[src/rtl/aes_pkg.sv]
// aes_pkg: shared AES types, round count, ShiftRows indices and GF(2^8) helpers
package aes_pkg;

    typedef enum logic [1:0] {IDLE, SUB, MIX, DONE} state_t;

    localparam int AES_ROUNDS = 10;

    // Source byte for each ShiftRows output byte; byte i sits at row i%4, column i/4
    localparam int SR_IDX [16] = '{0, 5, 10, 15, 4, 9, 14, 3, 8, 13, 2, 7, 12, 1, 6, 11};

    function automatic logic [7:0] xtime(input logic [7:0] b);
        return {b[6:0], 1'b0} ^ (b[7] ? 8'h1b : 8'h00);
    endfunction

    function automatic logic [31:0] mix_column(input logic [31:0] c);
        logic [7:0] a0, a1, a2, a3;
        a0 = c[31:24];
        a1 = c[23:16];
        a2 = c[15:8];
        a3 = c[7:0];
        return {xtime(a0) ^ xtime(a1) ^ a1 ^ a2 ^ a3,
                a0 ^ xtime(a1) ^ xtime(a2) ^ a2 ^ a3,
                a0 ^ a1 ^ xtime(a2) ^ xtime(a3) ^ a3,
                xtime(a0) ^ a0 ^ a1 ^ a2 ^ xtime(a3)};
    endfunction

endpackage

[src/rtl/aes_enc_round.sv]
// aes_enc_round: combinational ShiftRows, MixColumns (skipped on the last round), AddRoundKey
module aes_enc_round
    import aes_pkg::*;
(
    input  logic [127:0] sbox_out,
    input  logic [127:0] rnd_key,
    input  logic         last_round,
    output logic [127:0] rnd_out
);

    logic [127:0] sr, mc;

    for (genvar i = 0; i < 16; i++) begin : g_sr
        assign sr[127-8*i -: 8] = sbox_out[127-8*SR_IDX[i] -: 8];
    end

    for (genvar c = 0; c < 4; c++) begin : g_mc
        assign mc[127-32*c -: 32] = mix_column(sr[127-32*c -: 32]);
    end

    assign rnd_out = (last_round ? sr : mc) ^ rnd_key;

endmodule

[src/rtl/aes_sbox.sv]
// aes_sbox: AES forward S-box lookup with a registered output (one cycle latency)
module aes_sbox (
    input  logic       clk,
    input  logic [7:0] d,
    output logic [7:0] q
);

    localparam logic [7:0] SBOX [256] = '{
        8'h63, 8'h7c, 8'h77, 8'h7b, 8'hf2, 8'h6b, 8'h6f, 8'hc5, 8'h30, 8'h01, 8'h67, 8'h2b, 8'hfe, 8'hd7, 8'hab, 8'h76,
        8'hca, 8'h82, 8'hc9, 8'h7d, 8'hfa, 8'h59, 8'h47, 8'hf0, 8'had, 8'hd4, 8'ha2, 8'haf, 8'h9c, 8'ha4, 8'h72, 8'hc0,
        8'hb7, 8'hfd, 8'h93, 8'h26, 8'h36, 8'h3f, 8'hf7, 8'hcc, 8'h34, 8'ha5, 8'he5, 8'hf1, 8'h71, 8'hd8, 8'h31, 8'h15,
        8'h04, 8'hc7, 8'h23, 8'hc3, 8'h18, 8'h96, 8'h05, 8'h9a, 8'h07, 8'h12, 8'h80, 8'he2, 8'heb, 8'h27, 8'hb2, 8'h75,
        8'h09, 8'h83, 8'h2c, 8'h1a, 8'h1b, 8'h6e, 8'h5a, 8'ha0, 8'h52, 8'h3b, 8'hd6, 8'hb3, 8'h29, 8'he3, 8'h2f, 8'h84,
        8'h53, 8'hd1, 8'h00, 8'hed, 8'h20, 8'hfc, 8'hb1, 8'h5b, 8'h6a, 8'hcb, 8'hbe, 8'h39, 8'h4a, 8'h4c, 8'h58, 8'hcf,
        8'hd0, 8'hef, 8'haa, 8'hfb, 8'h43, 8'h4d, 8'h33, 8'h85, 8'h45, 8'hf9, 8'h02, 8'h7f, 8'h50, 8'h3c, 8'h9f, 8'ha8,
        8'h51, 8'ha3, 8'h40, 8'h8f, 8'h92, 8'h9d, 8'h38, 8'hf5, 8'hbc, 8'hb6, 8'hda, 8'h21, 8'h10, 8'hff, 8'hf3, 8'hd2,
        8'hcd, 8'h0c, 8'h13, 8'hec, 8'h5f, 8'h97, 8'h44, 8'h17, 8'hc4, 8'ha7, 8'h7e, 8'h3d, 8'h64, 8'h5d, 8'h19, 8'h73,
        8'h60, 8'h81, 8'h4f, 8'hdc, 8'h22, 8'h2a, 8'h90, 8'h88, 8'h46, 8'hee, 8'hb8, 8'h14, 8'hde, 8'h5e, 8'h0b, 8'hdb,
        8'he0, 8'h32, 8'h3a, 8'h0a, 8'h49, 8'h06, 8'h24, 8'h5c, 8'hc2, 8'hd3, 8'hac, 8'h62, 8'h91, 8'h95, 8'he4, 8'h79,
        8'he7, 8'hc8, 8'h37, 8'h6d, 8'h8d, 8'hd5, 8'h4e, 8'ha9, 8'h6c, 8'h56, 8'hf4, 8'hea, 8'h65, 8'h7a, 8'hae, 8'h08,
        8'hba, 8'h78, 8'h25, 8'h2e, 8'h1c, 8'ha6, 8'hb4, 8'hc6, 8'he8, 8'hdd, 8'h74, 8'h1f, 8'h4b, 8'hbd, 8'h8b, 8'h8a,
        8'h70, 8'h3e, 8'hb5, 8'h66, 8'h48, 8'h03, 8'hf6, 8'h0e, 8'h61, 8'h35, 8'h57, 8'hb9, 8'h86, 8'hc1, 8'h1d, 8'h9e,
        8'he1, 8'hf8, 8'h98, 8'h11, 8'h69, 8'hd9, 8'h8e, 8'h94, 8'h9b, 8'h1e, 8'h87, 8'he9, 8'hce, 8'h55, 8'h28, 8'hdf,
        8'h8c, 8'ha1, 8'h89, 8'h0d, 8'hbf, 8'he6, 8'h42, 8'h68, 8'h41, 8'h99, 8'h2d, 8'h0f, 8'hb0, 8'h54, 8'hbb, 8'h16
    };

    logic [7:0] q_d, q_q;

    // Table lookup
    always_comb q_d = SBOX[d];

    // Output register; no reset needed, it is always overwritten before use
    always_ff @(posedge clk) q_q <= q_d;

    assign q = q_q;

endmodule

[src/rtl/aes_enc128_core.sv]
// aes_enc128_core: iterative AES-128 encryptor, one round per two cycles, valid/ready handshakes.
// Optional sideband tag (in_tag/out_tag) enabled by defining AES_ENC_TAG_EN.
module aes_enc128_core
    import aes_pkg::*;
#(
    parameter int KEY_LAT = 21
`ifdef AES_ENC_TAG_EN
    , parameter int TAG_W = 8
`endif
)(
    input  logic                clk,
    input  logic                rst_n,
    input  logic                aes_key_vld,
    input  logic [10:0][127:0]  aes_key,
    input  logic                in_vld,
    output logic                in_rdy,
    input  logic [127:0]        in_data,
`ifdef AES_ENC_TAG_EN
    input  logic [TAG_W-1:0]    in_tag,
    output logic [TAG_W-1:0]    out_tag,
`endif
    output logic                out_vld,
    input  logic                out_rdy,
    output logic [127:0]        out_data
);

    localparam int CW = $clog2(KEY_LAT + 1);

    state_t          state_q, state_d;
    logic [127:0]    st_q, st_d;
    logic [3:0]      round_q, round_d;
    logic            key_ok_q, key_ok_d;
    logic [CW-1:0]   key_cnt_q, key_cnt_d;
    logic [127:0]    sbox_out, rnd_out;
    logic            accept, last_round;

    for (genvar i = 0; i < 16; i++) begin : g_sbox
        aes_sbox u_sbox (
            .clk (clk),
            .d   (st_q[127-8*i -: 8]),
            .q   (sbox_out[127-8*i -: 8])
        );
    end

    assign last_round = (round_q == 4'(AES_ROUNDS));

    aes_enc_round u_round (
        .sbox_out   (sbox_out),
        .rnd_key    (aes_key[round_q]),
        .last_round (last_round),
        .rnd_out    (rnd_out)
    );

    assign in_rdy   = (state_q == IDLE) && key_ok_q && (key_cnt_q == '0) && !aes_key_vld;
    assign accept   = in_vld && in_rdy;
    assign out_vld  = (state_q == DONE);
    assign out_data = out_vld ? st_q : '0;

    // Next-state: key tracking, round sequencing, abort on key reload during SUB/MIX
    always_comb begin
        state_d   = state_q;
        st_d      = st_q;
        round_d   = round_q;
        key_ok_d  = key_ok_q | aes_key_vld;
        // The pulse cycle itself counts, so the counter reaches zero KEY_LAT cycles after it
        key_cnt_d = aes_key_vld ? CW'(KEY_LAT - 1) : (key_cnt_q != '0) ? key_cnt_q - CW'(1) : key_cnt_q;
        case (state_q)
            IDLE: begin
                if (accept) begin
                    st_d    = in_data ^ aes_key[0];
                    round_d = 4'd1;
                    state_d = SUB;
                end
            end
            SUB:  state_d = aes_key_vld ? IDLE : MIX;
            MIX: begin
                st_d    = rnd_out;
                round_d = last_round ? round_q : round_q + 4'd1;
                state_d = aes_key_vld ? IDLE : last_round ? DONE : SUB;
            end
            DONE: state_d = out_rdy ? IDLE : DONE;
            default: state_d = IDLE;
        endcase
    end

    // State registers
    always_ff @(posedge clk or negedge rst_n) begin
        if (!rst_n) begin
            state_q   <= IDLE;
            st_q      <= '0;
            round_q   <= '0;
            key_ok_q  <= 1'b0;
            key_cnt_q <= '0;
        end else begin
            state_q   <= state_d;
            st_q      <= st_d;
            round_q   <= round_d;
            key_ok_q  <= key_ok_d;
            key_cnt_q <= key_cnt_d;
        end
    end

`ifdef AES_ENC_TAG_EN
    logic [TAG_W-1:0] tag_q, tag_d;

    // Capture the sideband tag with the accepted block
    always_comb tag_d = accept ? in_tag : tag_q;

    // Tag register
    always_ff @(posedge clk or negedge rst_n) begin
        if (!rst_n) tag_q <= '0;
        else        tag_q <= tag_d;
    end

    assign out_tag = out_vld ? tag_q : '0;
`endif

endmodule

[config.mk]
export PLATFORM = sky130hd
export DESIGN_NAME = aes_enc128_core
export DESIGN_NICKNAME = d
export VERILOG_FILES = /design/src/rtl/aes_pkg.sv /design/src/rtl/aes_enc_round.sv /design/src/rtl/aes_sbox.sv /design/src/rtl/aes_enc128_core.sv
export SDC_FILE = /design/constraint.sdc
export NUM_CORES = 2
export LEC_CHECK = 0
export CAP_MARGIN = 0
export CELL_PAD_IN_SITES_DETAIL_PLACEMENT = 1
export CELL_PAD_IN_SITES_GLOBAL_PLACEMENT = 1
export CORE_AREA = 2 2 653 655
export CTS_BUF_LIST = sky130_fd_sc_hd__clkbuf_8
export DETAILED_ROUTE_END_ITERATION = 6
export DIE_AREA = 0 0 655 657
export GPL_TIMING_DRIVEN = 1
export PLACE_DENSITY = 0.54
export SLEW_MARGIN = 40
export SYNTH_ARGS = -nofsm -noshare
export SYNTH_HDL_FRONTEND = slang
export SYNTH_HIERARCHICAL = 1
export SYNTH_SLANG_ARGS = --single-unit
[constraint.sdc]
create_clock -name clk -period 3 [get_ports clk]
set_input_delay 0.6 -clock clk [delete_from_list [all_inputs] [get_ports clk]]
set_output_delay 0.6 -clock clk [all_outputs]
set_load 0.1 [all_outputs]
==> flow_summary_export.csv <==
group,metric,value,unit
status,outcome,"finished, final reports clean",
logic_synthesis,yosys_warnings,6,
grt,grt_pass1_vias,110100,
grt,grt_util_all_layers,0.3278,
worst_setup_path,cp.arrival,2.37,ns
finish,fillers,50980,
timing,fmax,336.2,MHz
worst_setup_path,crit_fanout,13,
power_and_ir_drop,p_total,174.3,mW
grt,grt_antenna_before_repair,195,
finish,finalNetCount,15290,
worst_setup_path,worst_setup_path_start_kind,"register",
timing,maxSlewViolCount,0,
logic_synthesis,syn_avg_cell_area,7.112,um^2
finish,regArea,6250,um^2
routing,routed_wl,741.4,mm
clock_tree,h-tree-depth,3,
finish,drive_above_1_share,0.2064,
worst_setup_path,path_buf_inv,1,
routing,drc,0,
finish,syn2layout_area_growth,44.45,%
routing,ant_nets,0,
timing,rsz0062_at_grt,"yes",
logic_synthesis,ys_types,99,
logic_synthesis,synth-seq-area-share,0.07494,
placement,gp_congestion,1.028,
worst_setup_path,rrSetupSlack,0.03,ns
die,dieArea,430300,um^2
routing,dr_total_vias,112800,
clock_tree,cts.root.buffer_cell,"clkbuf_8",
timing,finalCritPeriodShare,0.9914,
routing,viasPerCell,5.809,
grt,grt_max_degree,142,
die,row_count,239,
routing,drtPass1Iterations,6,
timing,setup-violations-final,0,
placement,dpl.hpwl,602.1,mm
worst_setup_path,crit_slowest_cell,"dfrtp_1",
worst_setup_path,crit_family,"flip-flops",
die,die-width,655,um
worst_setup_path,slowest_delay,0.86,ns
grt,grt_pass1_wl,992.0,mm
finish,multi_input_area,67740,um^2
die,dieHeight,657,um
timing,tns,0,ns
finish,fin_util,0.2765,
timing,worst_pin_slew,0.9596,ns
flow_run,cap_violations,0,
worst_setup_path,end_kind,"output port",
worst_setup_path,crit_type,"register to output port",
logic_synthesis,synth_nets,13170,
clock_tree,worstSkewPairLatency,0.90,ns
worst_hold_path,min_path_type,"primary input to asynchronous set/reset pin",
worst_setup_path,crit_chain,"and3_1 > buf_12",
logic_synthesis,syn_inst,11380,
power_and_ir_drop,vdd_ir_drop_max,619.6,uV
clock_tree,cts_buffers,73,
clock_tree,cts_tree,"yes",
timing,maxSlewHeadroom,0.3603,
die,coreArea,422800,um^2
power_and_ir_drop,powerDensity,1491,nW/um^2
logic_synthesis,syn_area,80940,um^2
logic_synthesis,synth-main-ff-cell,"dfrtp_1",
timing,fin_crit,2.974,ns
worst_setup_path,crit_required,2.40,ns
die,start_util,0.1914,
timing,hold_viol,0,
routing,drt_iter0_drc,14520,
routing,wire_per_inst,38.17,um
clock_tree,clkSlewWorstSetupHoldPaths,0.06,ns
timing,fin_skew,0.08511,ns
logic_synthesis,synth_edf_count,0,
placement,portBuffers,1670,
clock_tree,cts.sinks,268,
logic_synthesis,async_reset_ff_frac,0.5224,
clock_tree,clock_path_buffers,3,
grt,gr-total-overflow,0,
power_and_ir_drop,power.leakage,44.20,nW
die,num_io_pins,1671,
logic_synthesis,ys_seq_elements,268,
synthesized netlist by cell type, types with 117 or more instances:
library cell,instances,area (um^2)
xnor3_1,135,3040
nor2_1,931,3495
nand3_1,604,3023
clkbuf_1,504,1892
xor2_1,329,2882
mux2i_1,205,2052
a211oi_1,253,1899
o21ai_0,619,3098
o221ai_1,165,1445
a311oi_1,163,1428
nand2b_1,243,1520
and3_1,162,1013
mux4_2,161,3626
o311ai_0,117,1025
o21ai_1,453,2267
mux2_2,290,3266
nand2_1,824,3093
o22ai_1,191,1195
buf_2,542,2713
a21oi_1,830,4154
dfrtp_1,140,3503
nor3_1,320,1602
ha_1,243,3040
a31oi_1,195,1220
nor2b_1,195,1220
dfxtp_1,128,2562
o211ai_1,254,1907
inv_1,160,600.6
layout by cell type (no fill, tap or decap), drive strengths merged, types with 76 or more instances in the layout:
master         count
a211oi           253
a21oi            830
a221oi            80
a311o             76
a311oi           163
a31oi            195
and2              85
and3             163
buf             1822
clkbuf            95
clkdlybuf4s50   1538
dfrtp            140
dfxtp            128
diode            192
ha               243
inv              205
mux2             291
mux2i            220
mux4             161
nand2            854
nand2b           273
nand3            604
nand4             79
nor2             964
nor2b            211
nor3             335
nor4              95
o211ai           255
o21ai           1072
o221ai           180
o22ai            191
o311ai           226
o31ai            112
xnor3            135
xor2             333
registers in the layout, indices dropped and copies added, names as in the netlist:
name / cells
g_sbox.u_sbox/q: 128
st_q: 128
key_cnt_q: 5
round_q: 4
state_q: 2
key_ok_q: 1
worst paths after layout:
path                                         endpoint         from  cells past startpoint
worst max-delay path                     out_data[22]     st_q[22]                      2
worst max register to register  g_sbox[1].u_sbox/q[7]    st_q[112]                     10
max in group asynchronous                    st_q[75]        rst_n                      4
min in group clk                             key_ok_q  aes_key_vld                      3
worst min register to register               key_ok_q     key_ok_q                      1
worst min-delay path                         st_q[13]        rst_n                      2
per-stage QoR:
stage,hold WS (ns),area [um^2],setup slack (ns),std cells
global route,0.2300,116900,-0.02652,19400
detailed placement,0.4659,113900,-0.3992,19070
CTS,0.1954,116400,-0.003109,19230
global placement,0.4614,113800,-0.5077,19070
finish,0.2529,116900,0.02576,19420
floorplan,0.3044,80940,0.3134,11380
report_power, final:
group | internal, mW | total, mW | leakage [nW] | switching, mW
clock | 3.91 | 6.91 | 0.975 | 3.00
sequential | 5.71 | 12.7 | 2.67 | 6.99
combinational | 58.9 | 155 | 40.6 | 95.8
total | 68.5 | 174 | 44.2 | 106
routing by layer:
| metal | wire length, um | part of all wire | GRT usage | vias to the layer above |
|---|---|---|---|---|
| met5 | 506 | 0.00068 | 0 | - |
| met1 | 300300 | 0.40 | 0.4182 | 56890 |
| met3 | 63530 | 0.086 | 0.06802 | 1319 |
| met4 | 59460 | 0.080 | 0.2216 | 82 |
| li1 | - | - | - | 48000 |
| met2 | 317600 | 0.43 | 0.4936 | 6532 |
final cells by class:
| class | count | share of cell area |
|---|---|---|
| diodes | 192 | 0.004109 |
| clock buffers | 95 | 0.01118 |
| clock inverters | 41 | 0.004602 |
| inverters | 193 | 0.006239 |
| multi-input cells | 9609 | 0.5794 |
| flip-flops and latches | 268 | 0.05345 |
| well taps | 5663 | 0.06060 |
| repair buffers | 3362 | 0.2804 |
cell families (layout without fill, tap and decap cells):
| family | after synthesis | in the layout | synth area share |
|---|---|---|---|
| buffers and inverters | 1504 | 3691 | 0.09120 |
| adders and majority gates | 243 | 243 | 0.03756 |
| other | 0 | 192 | 0 |
| muxes | 672 | 672 | 0.1132 |
| AOI/OAI and AO/OA | 4228 | 4228 | 0.3520 |
| DFF | 268 | 268 | 0.07494 |
| xor gates and xnor gates | 568 | 568 | 0.09045 |
| and+or+nand+nor | 3898 | 3898 | 0.2406 |
timing repair:
action / in CTS / in global routing
hold endpoints to repair: 99 / 0
setup buffers: 26 / 2
resized for setup: 91 / 10
setup endpoints to repair: 139 / 11
pin swaps: 3 / 3
hold buffers: 1 / 0
gates cloned: 3 / 0
(Power assumes the default switching activity.)
